$ cat src/rtl/seq_sum_engine_pkg.sv
// Shared types, defaults and the saturating adder for the series-sum engine.
package seq_sum_pkg;

  localparam int unsigned WIDTH_DEF     = 8;
  localparam int unsigned SUM_WIDTH_DEF = 16;

  // Working width of the generic saturating adder; SUM_WIDTH must stay below this.
  localparam int unsigned SAT_MAX_W = 64;

  typedef enum logic [1:0] {
    IDLE = 2'd0,
    RUN  = 2'd1,
    DONE = 2'd2
  } state_e;

  typedef struct packed {
    logic [SAT_MAX_W-1:0] sum;
    logic                 ovf;
  } sat_res_t;

  // Adds two values that fit in 'width' bits; on carry out of 'width' bits the
  // result is all-ones in the low 'width' bits and ovf is set.
  function automatic sat_res_t sat_add(input logic [SAT_MAX_W-1:0] acc,
                                       input logic [SAT_MAX_W-1:0] term,
                                       input int unsigned          width);
    logic [SAT_MAX_W:0] full;
    logic [SAT_MAX_W:0] mask;
    sat_res_t           r;
    full  = {1'b0, acc} + {1'b0, term};
    mask  = ((SAT_MAX_W+1)'(1) << width) - (SAT_MAX_W+1)'(1);
    r.ovf = (full & ~mask) != '0;
    r.sum = r.ovf ? mask[SAT_MAX_W-1:0] : full[SAT_MAX_W-1:0];
    return r;
  endfunction

endpackage

$ cat src/rtl/seq_sum_engine_if.sv
// Handshake and operand bus between the control unit and the series-sum engine.
interface seq_sum_engine_if
  import seq_sum_pkg::*;
#(
  parameter int unsigned WIDTH     = WIDTH_DEF,
  parameter int unsigned SUM_WIDTH = SUM_WIDTH_DEF
) ();

  logic                 start;
  logic                 abort;
  logic [WIDTH-1:0]     limit;
  logic [WIDTH-1:0]     step;
  logic                 busy;
  logic                 out_valid;
  logic [SUM_WIDTH-1:0] result;
  logic                 ovf;

  modport master (
    output start, abort, limit, step,
    input  busy, out_valid, result, ovf
  );

  modport slave (
    input  start, abort, limit, step,
    output busy, out_valid, result, ovf
  );

endinterface

$ cat src/rtl/seq_sum_engine_sync_load_reg.sv
// Register with synchronous active-high clear and load enable; holds otherwise.
module sync_load_reg #(
  parameter int unsigned W = 8
) (
  input  logic         clk,
  input  logic         reset,
  input  logic         load,
  input  logic [W-1:0] d,
  output logic [W-1:0] q
);

  // Clear on reset, capture on load, otherwise hold.
  always_ff @(posedge clk) begin
    if (reset) begin
      q <= '0;
    end else if (load) begin
      q <= d;
    end
  end

endmodule

$ cat src/rtl/seq_sum_engine.sv
// Arithmetic series sum 0 + s + 2s + ... up to the largest term <= limit,
// with start/busy/out_valid handshake and a held result.
module seq_sum_engine
  import seq_sum_pkg::*;
#(
  parameter int unsigned WIDTH     = WIDTH_DEF,
  parameter int unsigned SUM_WIDTH = SUM_WIDTH_DEF
) (
  input  logic             clk,
  input  logic             reset,
  seq_sum_engine_if.slave  bus
);

  state_e               state_d, state_q;
  logic                 cfg_load;
  logic [WIDTH-1:0]     lim_d, lim_q;
  logic [WIDTH-1:0]     step_d, step_q;
  logic                 a_load;
  logic [WIDTH:0]       a_d, a_q;
  logic                 acc_load;
  logic [SUM_WIDTH-1:0] acc_d, acc_q;
  logic                 result_load;
  logic [SUM_WIDTH-1:0] result_d, result_q;
  logic                 ovf_run_d, ovf_run_q;
  logic                 ovf_d, ovf_q;
  sat_res_t             sat;
  logic                 unused_sat_hi;

  sync_load_reg #(.W(WIDTH)) u_lim (
    .clk(clk), .reset(reset), .load(cfg_load), .d(lim_d), .q(lim_q)
  );

  sync_load_reg #(.W(WIDTH)) u_step (
    .clk(clk), .reset(reset), .load(cfg_load), .d(step_d), .q(step_q)
  );

  // Term counter is one bit wider than limit so a + step can never wrap.
  sync_load_reg #(.W(WIDTH+1)) u_a (
    .clk(clk), .reset(reset), .load(a_load), .d(a_d), .q(a_q)
  );

  sync_load_reg #(.W(SUM_WIDTH)) u_acc (
    .clk(clk), .reset(reset), .load(acc_load), .d(acc_d), .q(acc_q)
  );

  sync_load_reg #(.W(SUM_WIDTH)) u_result (
    .clk(clk), .reset(reset), .load(result_load), .d(result_d), .q(result_q)
  );

  // Next-state and datapath control; abort takes priority over accumulate.
  always_comb begin
    state_d     = state_q;
    cfg_load    = 1'b0;
    lim_d       = bus.limit;
    step_d      = (bus.step == '0) ? WIDTH'(1) : bus.step;
    a_load      = 1'b0;
    a_d         = a_q + {1'b0, step_q};
    acc_load    = 1'b0;
    sat         = sat_add(SAT_MAX_W'(acc_q), SAT_MAX_W'(a_q), SUM_WIDTH);
    acc_d       = sat.sum[SUM_WIDTH-1:0];
    result_load = 1'b0;
    result_d    = acc_q;
    ovf_run_d   = ovf_run_q;
    ovf_d       = ovf_q;

    case (state_q)
      IDLE: begin
        if (bus.start) begin
          cfg_load  = 1'b1;
          a_load    = 1'b1;
          a_d       = '0;
          acc_load  = 1'b1;
          acc_d     = '0;
          ovf_run_d = 1'b0;
          state_d   = RUN;
        end
      end
      RUN: begin
        if (bus.abort) begin
          state_d = IDLE;
        end else if (a_q <= {1'b0, lim_q}) begin
          acc_load  = 1'b1;
          a_load    = 1'b1;
          ovf_run_d = ovf_run_q | sat.ovf;
        end else begin
          result_load = 1'b1;
          ovf_d       = ovf_run_q;
          state_d     = DONE;
        end
      end
      DONE: begin
        state_d = IDLE;
      end
      default: begin
        state_d = IDLE;
      end
    endcase
  end

  assign unused_sat_hi = ^sat.sum[SAT_MAX_W-1:SUM_WIDTH];

  // State, per-run overflow and reported overflow flops.
  always_ff @(posedge clk) begin
    if (reset) begin
      state_q   <= IDLE;
      ovf_run_q <= 1'b0;
      ovf_q     <= 1'b0;
    end else begin
      state_q   <= state_d;
      ovf_run_q <= ovf_run_d;
      ovf_q     <= ovf_d;
    end
  end

  assign bus.busy      = (state_q == RUN);
  assign bus.out_valid = (state_q == DONE);
  assign bus.result    = result_q;
  assign bus.ovf       = ovf_q;

endmodule

$ cat src/flat_wrapper.sv
// flat-port wrapper written by rule: the top's interface ports become plain ports
module seq_sum_engine_flat import seq_sum_pkg::*;
#(
  parameter int unsigned WIDTH     = WIDTH_DEF,
  parameter int unsigned SUM_WIDTH = SUM_WIDTH_DEF
)
  (clk, reset, bus_start, bus_abort, bus_limit, bus_step, bus_busy, bus_out_valid, bus_result, bus_ovf);
  seq_sum_engine_if #(.WIDTH(WIDTH), .SUM_WIDTH(SUM_WIDTH)) bus_i ();
  input  logic clk;
  input  logic reset;
  input wire logic [$bits(bus_i.start)-1:0] bus_start;
  input wire logic [$bits(bus_i.abort)-1:0] bus_abort;
  input wire logic [$bits(bus_i.limit)-1:0] bus_limit;
  input wire logic [$bits(bus_i.step)-1:0] bus_step;
  output wire logic [$bits(bus_i.busy)-1:0] bus_busy;
  output wire logic [$bits(bus_i.out_valid)-1:0] bus_out_valid;
  output wire logic [$bits(bus_i.result)-1:0] bus_result;
  output wire logic [$bits(bus_i.ovf)-1:0] bus_ovf;
  assign bus_i.start = bus_start;
  assign bus_i.abort = bus_abort;
  assign bus_i.limit = bus_limit;
  assign bus_i.step = bus_step;
  assign bus_busy = bus_i.busy;
  assign bus_out_valid = bus_i.out_valid;
  assign bus_result = bus_i.result;
  assign bus_ovf = bus_i.ovf;
  seq_sum_engine #(.WIDTH(WIDTH), .SUM_WIDTH(SUM_WIDTH)) u_core (.clk(clk), .reset(reset), .bus(bus_i));
endmodule
$ cat config.mk
export PLATFORM = sky130hd
export DESIGN_NAME = seq_sum_engine_flat
export DESIGN_NICKNAME = d
export VERILOG_FILES = /design/src/rtl/seq_sum_engine_pkg.sv /design/src/rtl/seq_sum_engine_if.sv /design/src/rtl/seq_sum_engine_sync_load_reg.sv /design/src/rtl/seq_sum_engine.sv /design/src/flat_wrapper.sv
export SDC_FILE = /design/constraint.sdc
export NUM_CORES = 1
export LEC_CHECK = 0
export BUFFER_PORTS_ARGS = -buffer_cell sky130_fd_sc_hd__buf_2
export CORE_UTILIZATION = 59
export CTS_BUF_LIST = sky130_fd_sc_hd__clkbuf_8
export DETAILED_ROUTE_END_ITERATION = 8
export GPL_TIMING_DRIVEN = 0
export HOLD_SLACK_MARGIN = 0.06
export PLACE_DENSITY = 0.81
export SLEW_MARGIN = 0
export SYNTH_ARGS = -nofsm -noshare
export SYNTH_HDL_FRONTEND = slang
export SYNTH_SLANG_ARGS = --single-unit
$ cat constraint.sdc
create_clock -name clk -period 3.8 [get_ports clk]
set_input_delay 0.76 -clock clk [delete_from_list [all_inputs] [get_ports clk]]
set_output_delay 0.76 -clock clk [all_outputs]
set_load 0.005 [all_outputs]
---- After elaboration in Yosys (flattened, before gate mapping) ----
Cells that the tools add are included.
word-level totals
  flip-flop bits (word level) ............. 61
  input port bits ......................... 20
  output and inout port bits .............. 19
operators by class
  add/subtract/negate cells ............... 2
  order comparisons ....................... 1
  eq/ne operators ......................... 6
  multiplexer cells ....................... 22
  bitwise gates (word level) .............. 3
  reductions and logical operators ........ 7
operators with widths
  operator                                        count
  nonzero test 65 bit                             1
  2-to-1 mux 16 bit                               3
  2-to-1 mux 9 bit                                2
  adder 16 x 9 -> 17 bit                          1
  2-to-1 mux 1 bit                                10
  adder 9 x 8 -> 9 bit                            1
  <= comparator 9 x 8 -> 1 bit                    1
  logical NOT 8 bit                               1
  2-to-1 mux 8 bit                                1
  2-to-1 mux 2 bit                                3
  != test 2 bit (second input constant)           2
  one-hot mux 1 bit (2 select lines)              2
  one-hot mux 2 bit (2 select lines)              1
  AND reduction 4 bit                             1
  != test 3 bit (second input constant)           1
  AND reduction 3 bit                             1
  == test 2 x 1 -> 1 bit (second input constant)  1
  == test 2 bit (second input constant)           1
  logical NOT 2 bit                               1
  != test 2 x 1 -> 1 bit (second input constant)  1
  inverter 1 bit                                  2
  AND reduction 2 bit                             1
  nonzero test 2 bit                              1
  OR 1 bit                                        1

---- Longest topological paths before layout ----
  word-level depth ........................ 6
  mapped depth ............................ 10
  gate-level depth less buffers ........... 9

---- Modules after synthesis ----
From an unflattened synthesis, not the netlist that was laid out.
unflattened totals
  cells, all modules ...................... 379
  area, all modules ....................... 3470.8 um^2
modules (own cells, without submodules)
  module                            instances  cells an instance  area each (um^2)  sequential area each (um^2)
  seq_sum_engine                    1          194                1420.1            80.1
  sync_load_reg (u_core.u_acc ...)  2          52                 580.6             320.3
  sync_load_reg (u_core.u_lim ...)  2          26                 285.3             160.2
  sync_load_reg (u_core.u_a)        1          29                 319.1             180.2

---- Worst setup path before layout ----
No wires, ideal clock.
  path type ............................... register to register
  start point ............................. reg u_core.u_a.q[1]
  end point ............................... reg u_core.u_acc.q[11]
  arrival ................................. 2225 ps
  required time ........................... 3683 ps
  setup slack ............................. 1457 ps
  stages on the path, launching flop included .. 8
  buffers on the path ..................... 0
  clock period less this slack ............ 2343 ps
  cell sequence ........................... dfxtp_1 -> ha_1 -> and4_1 -> a221oi_2 -> o21ai_1 -> a21oi_1 -> mux2_2 -> a32o_1
on the way
  word-level cells in the longest chain between the ends .. 5
  elaborated cells between the ends (all ways) .. 9
  those cells by class .................... 1 x add/sub; 1 x order compare; 6 x mux; 1 x reduce/logical
ends and longest elaborated chain
  element                   line                                RTL
  start: declaration        seq_sum_engine_sync_load_reg.sv:9   output logic [W-1:0] q
  start signal: assignment  seq_sum_engine_sync_load_reg.sv:15  q <= '0;
  start signal: assignment  seq_sum_engine_sync_load_reg.sv:17  q <= d;
  adder 16 x 9 -> 17 bit    seq_sum_engine_pkg.sv:29            full = {1'b0, acc} + {1'b0, term};
  nonzero test 65 bit       seq_sum_engine_pkg.sv:31            r.ovf = (full & ~mask) != '0;
  2-to-1 mux 16 bit         seq_sum_engine_pkg.sv:32            r.sum = r.ovf ? mask[SAT_MAX_W-1:0] : full[SAT_MAX_W-1:0];
  2-to-1 mux 16 bit         seq_sum_engine.sv:68                if (bus.start) begin
  2-to-1 mux 16 bit         seq_sum_engine.sv:66                case (state_q)
  end signal: assignment    seq_sum_engine_sync_load_reg.sv:15
  end signal: assignment    seq_sum_engine_sync_load_reg.sv:17
  end: declaration          seq_sum_engine_sync_load_reg.sv:9
Several ways; a longest one is shown, not always the timed one.
A chain may end at the register's enable or synchronous reset.

---- Worst setup path after layout ----
  start point ............................. reg u_core.u_a.q[7]
  end point ............................... reg u_core.u_acc.q[3]
Same word-level chain as after synthesis.

==> summary.md <==
| Metric | Value |
|---|---|
| PortBufs | `38` |
| Minimum clock period | `2.806 ns` |
| Maximum number of pins on one net before global-route repair | `12` |
| Rows | `26` |
| Fmax achieved | `356.4 MHz` |
| Min-delay worst type | `reg2reg` |
| Final Hold Violating Endpoints | `0` |
| Die ar. | `0.005849 mm2` |
| Seq cells post-synth | `61` |
| Chip height | `76.48 um` |
| Worst-Skew Late Latency | `0.35 ns` |
| Post-DP Area | `0.003551 mm2` |
| Yosys top cell by area | `dfxtp_1` |
| Leak | `1.585 nW` |
| Dpl ws | `1.104 ns` |
| Fin worst setup slack | `0.9938 ns` |
| Accumulated negative setup slack | `0 ns` |
| Post-Synthesis Cell Area | `0.003273 mm2` |
| First-pass GRT wire length | `13410 um` |
| Final ANT Viol Nets | `0` |
| Power Density | `395.5 mW/mm2` |
| RSZ-0062 raised after global routing | `no` |
| Initial detailed-routing violation count | `191` |
| Clk root buf | `clkbuf_8` |
| Vias | `3040` |
| Synth Area per Inst | `8.502 um2` |
| Worst Tran Pin Value | `0.6184 ns` |
| Setup violations, final | `0` |
| Status | `finished clean` |
| Vias in the first global route | `2832` |
| Crit path kind | `reg2reg` |
| Max Root-Sink Buffers | `2` |
| # Post-CTS Setup Buffers | `0` |
| Finished layout cell area | `0.003775 mm2` |
| # fillers | `426` |
| Residual DRC | `0` |
| DP Wirelength | `5698 um` |
| Post-synth EDFFs | `0` |
| Number of distinct library cells after synthesis | `54` |
| Clock transition at path regs | `0.07 ns` |
| Area growth, synth to finish | `15.33%` |
| Max Clock Skew | `0.009572 ns` |
| Commonest non-fill, non-tap cell in the layout | `dfxtp_1` |
| Top cells by area, synth | `dfxtp_1 37%, ha_1 9.6%, mux2i_1 6.4%` |
| CTS resizes | `0` |
| Main synth FF type | `dfxtp_1` |
| Io pins | `39` |
| Crit path DAT | `2.99 ns` |
| Ys async rst share | `0%` |
| GPL Wtd Cong | `0.9042` |
| TritonCTS clock tree | `yes` |
| Max-Cap Viols | `0` |
| Vias per cell | `5.972` |
| Routed WL per cell | `15.83 um` |
| Critical Path End Type | `flip-flop` |
| Slew Limit Fails | `0` |
| Core Util, Final | `72.07%` |
| Clock sinks | `61` |
| Total congestion overflow | `0` |
| Final Routed Wirelength | `8056 um` |
| Hold_buf cts | `0` |
| Layout Nets | `481` |
| Antenna diodes | `0` |
| Starting density of the core | `62.49%` |
| Peak supply drop | `318.8 uV` |
| CTS buffer count | `9` |
| Share of cells above drive strength 1 | `14.81%` |
| Critical Path RT | `3.99 ns` |
| Seq/Total Area, Yosys | `37.31%` |
| Initial DRT Pass Iterations | `5` |
| Relative slew margins | `58.77%` |
| Startpoint types | `flip-flop` |
| Core ar. | `0.005238 mm2` |
| Global-route usage over all layers | `29.50%` |
| Crit share post-route | `73.85%` |
| Initial antenna violation count | `0` |
| Top-area cell type share of the netlist area | `37.31%` |
| Synth warnings | `0` |
| Syn Inst Count | `385` |
| H-tree Lvls | `3` |
| Mapped Nets | `432` |
| Commonest cells after routing, fill and taps aside | `61 x dfxtp_1, 52 x nand2_1, 41 x buf_2` |
| Die width | `76.48 um` |
| Max FO, Critical Path | `7` |
## cell families (layout without fill, tap and decap cells)
| group | count (synthesis) | after routing | share of synthesized area (%) |
|---|---|---|---|
| multiplexers | 22 | 22 | 6.766 |
| buffers and inverters | 41 | 95 | 5.275 |
| XOR/XNOR | 9 | 9 | 2.408 |
| AO/OA/AOI/OAI | 95 | 95 | 19.57 |
| AND/OR/NAND/NOR | 130 | 130 | 17.89 |
| flip-flops | 61 | 61 | 37.31 |
| adder cells (fa/ha/maj) | 27 | 27 | 10.78 |
## state kept, by name (all words and copies together) (netlist names)
| register | cells |
|---|---|
| u_core.u_a.q | 9 |
| u_core.u_lim.q | 8 |
| u_core.u_result.q | 16 |
| u_core.bus.ovf | 1 |
| u_core.state_q | 2 |
| u_core.u_acc.q | 16 |
| u_core.ovf_run_q | 1 |
| u_core.u_step.q | 8 |
## through the flow
stage / hold slack (ns) / instances / power [mW]
after floorplan: 0.4363 / 385 / 0.8019
after global placement: 0.4455 / 493 / 0.8452
after detailed placement: 0.4517 / 493 / 0.8508
after CTS: 0.4613 / 509 / 1.498
after global routing: 0.4875 / 509 / 1.554
final: 0.4567 / 509 / 1.493
## worst max-delay path, stage by stage, from the launching register on
cell	delay [ns]
dfxtp_1	0.49
ha_1	0.34
a211oi_1	0.41
a2bb2oi_1	0.24
o21ai_0	0.24
and3_1	0.29
nor2_1	0.45
a221oi_1	0.19
## final timing paths
check,slack (ns),cells past startpoint,end,from
max,0.99,7,u_core.u_acc.q[3],u_core.u_a.q[7]
min,0.46,2,u_core.u_lim.q[3],u_core.u_lim.q[3]
max reg2reg,0.99,7,u_core.u_acc.q[3],u_core.u_a.q[7]
min reg2reg,0.46,2,u_core.u_lim.q[3],u_core.u_lim.q[3]
## synthesized netlist by cell type, types with 2 or more instances
cell type and n:
inv_1 24, xor2_1 5, nor2b_1 2, buf_6 2, o31a_1 2, dfxtp_1 61
a221oi_1 7, o31ai_1 3, nor2_1 35, a211oi_1 7, o21ai_0 7, a21o_1 5
and4_1 2, mux2i_1 21, buf_2 3, nand2_1 52, a31oi_1 2, o211ai_1 2
a211o_1 2, and3_1 7, o21a_1 6, nand2b_1 3, nand3_1 13, ha_1 25
o32ai_1 2, nor4_1 2, nor3_1 6, fa_1 2, a32o_1 2, a21oi_1 36
xnor2_1 4, clkbuf_1 11
## final cells by class
class | count | area, um2 | area share, %
Clock inverter | 6 | 86.33 | 2.287
Multi-Input combinational cell | 283 | 1879 | 49.78
Buffer | 17 | 82.58 | 2.188
Clock buffer | 10 | 137.6 | 3.646
Inverter | 24 | 90.09 | 2.386
Sequential cell | 61 | 1221 | 32.35
Tap cell | 70 | 87.58 | 2.320
Timing Repair Buffer | 38 | 190.2 | 5.038
## power breakdown
part	total [mW]	leakage (nW)	internal (mW)	switching (mW)
logic	0.167	0.978	0.0643	0.102
registers	0.673	0.495	0.659	0.0146
clock network	0.653	0.112	0.386	0.267
## per-layer routing
| metal | up-vias | wire length, um | track usage (%) |
|---|---|---|---|
| met5 | - | 0 | 0 |
| met3 | 16 | 497 | 4.790 |
| met2 | 120 | 3874 | 48.65 |
| met4 | 0 | 144 | 13.27 |
| met1 | 1434 | 3540 | 37.78 |
| li1 | 1470 | - | - |
Power figures use the tool's default switching activity.
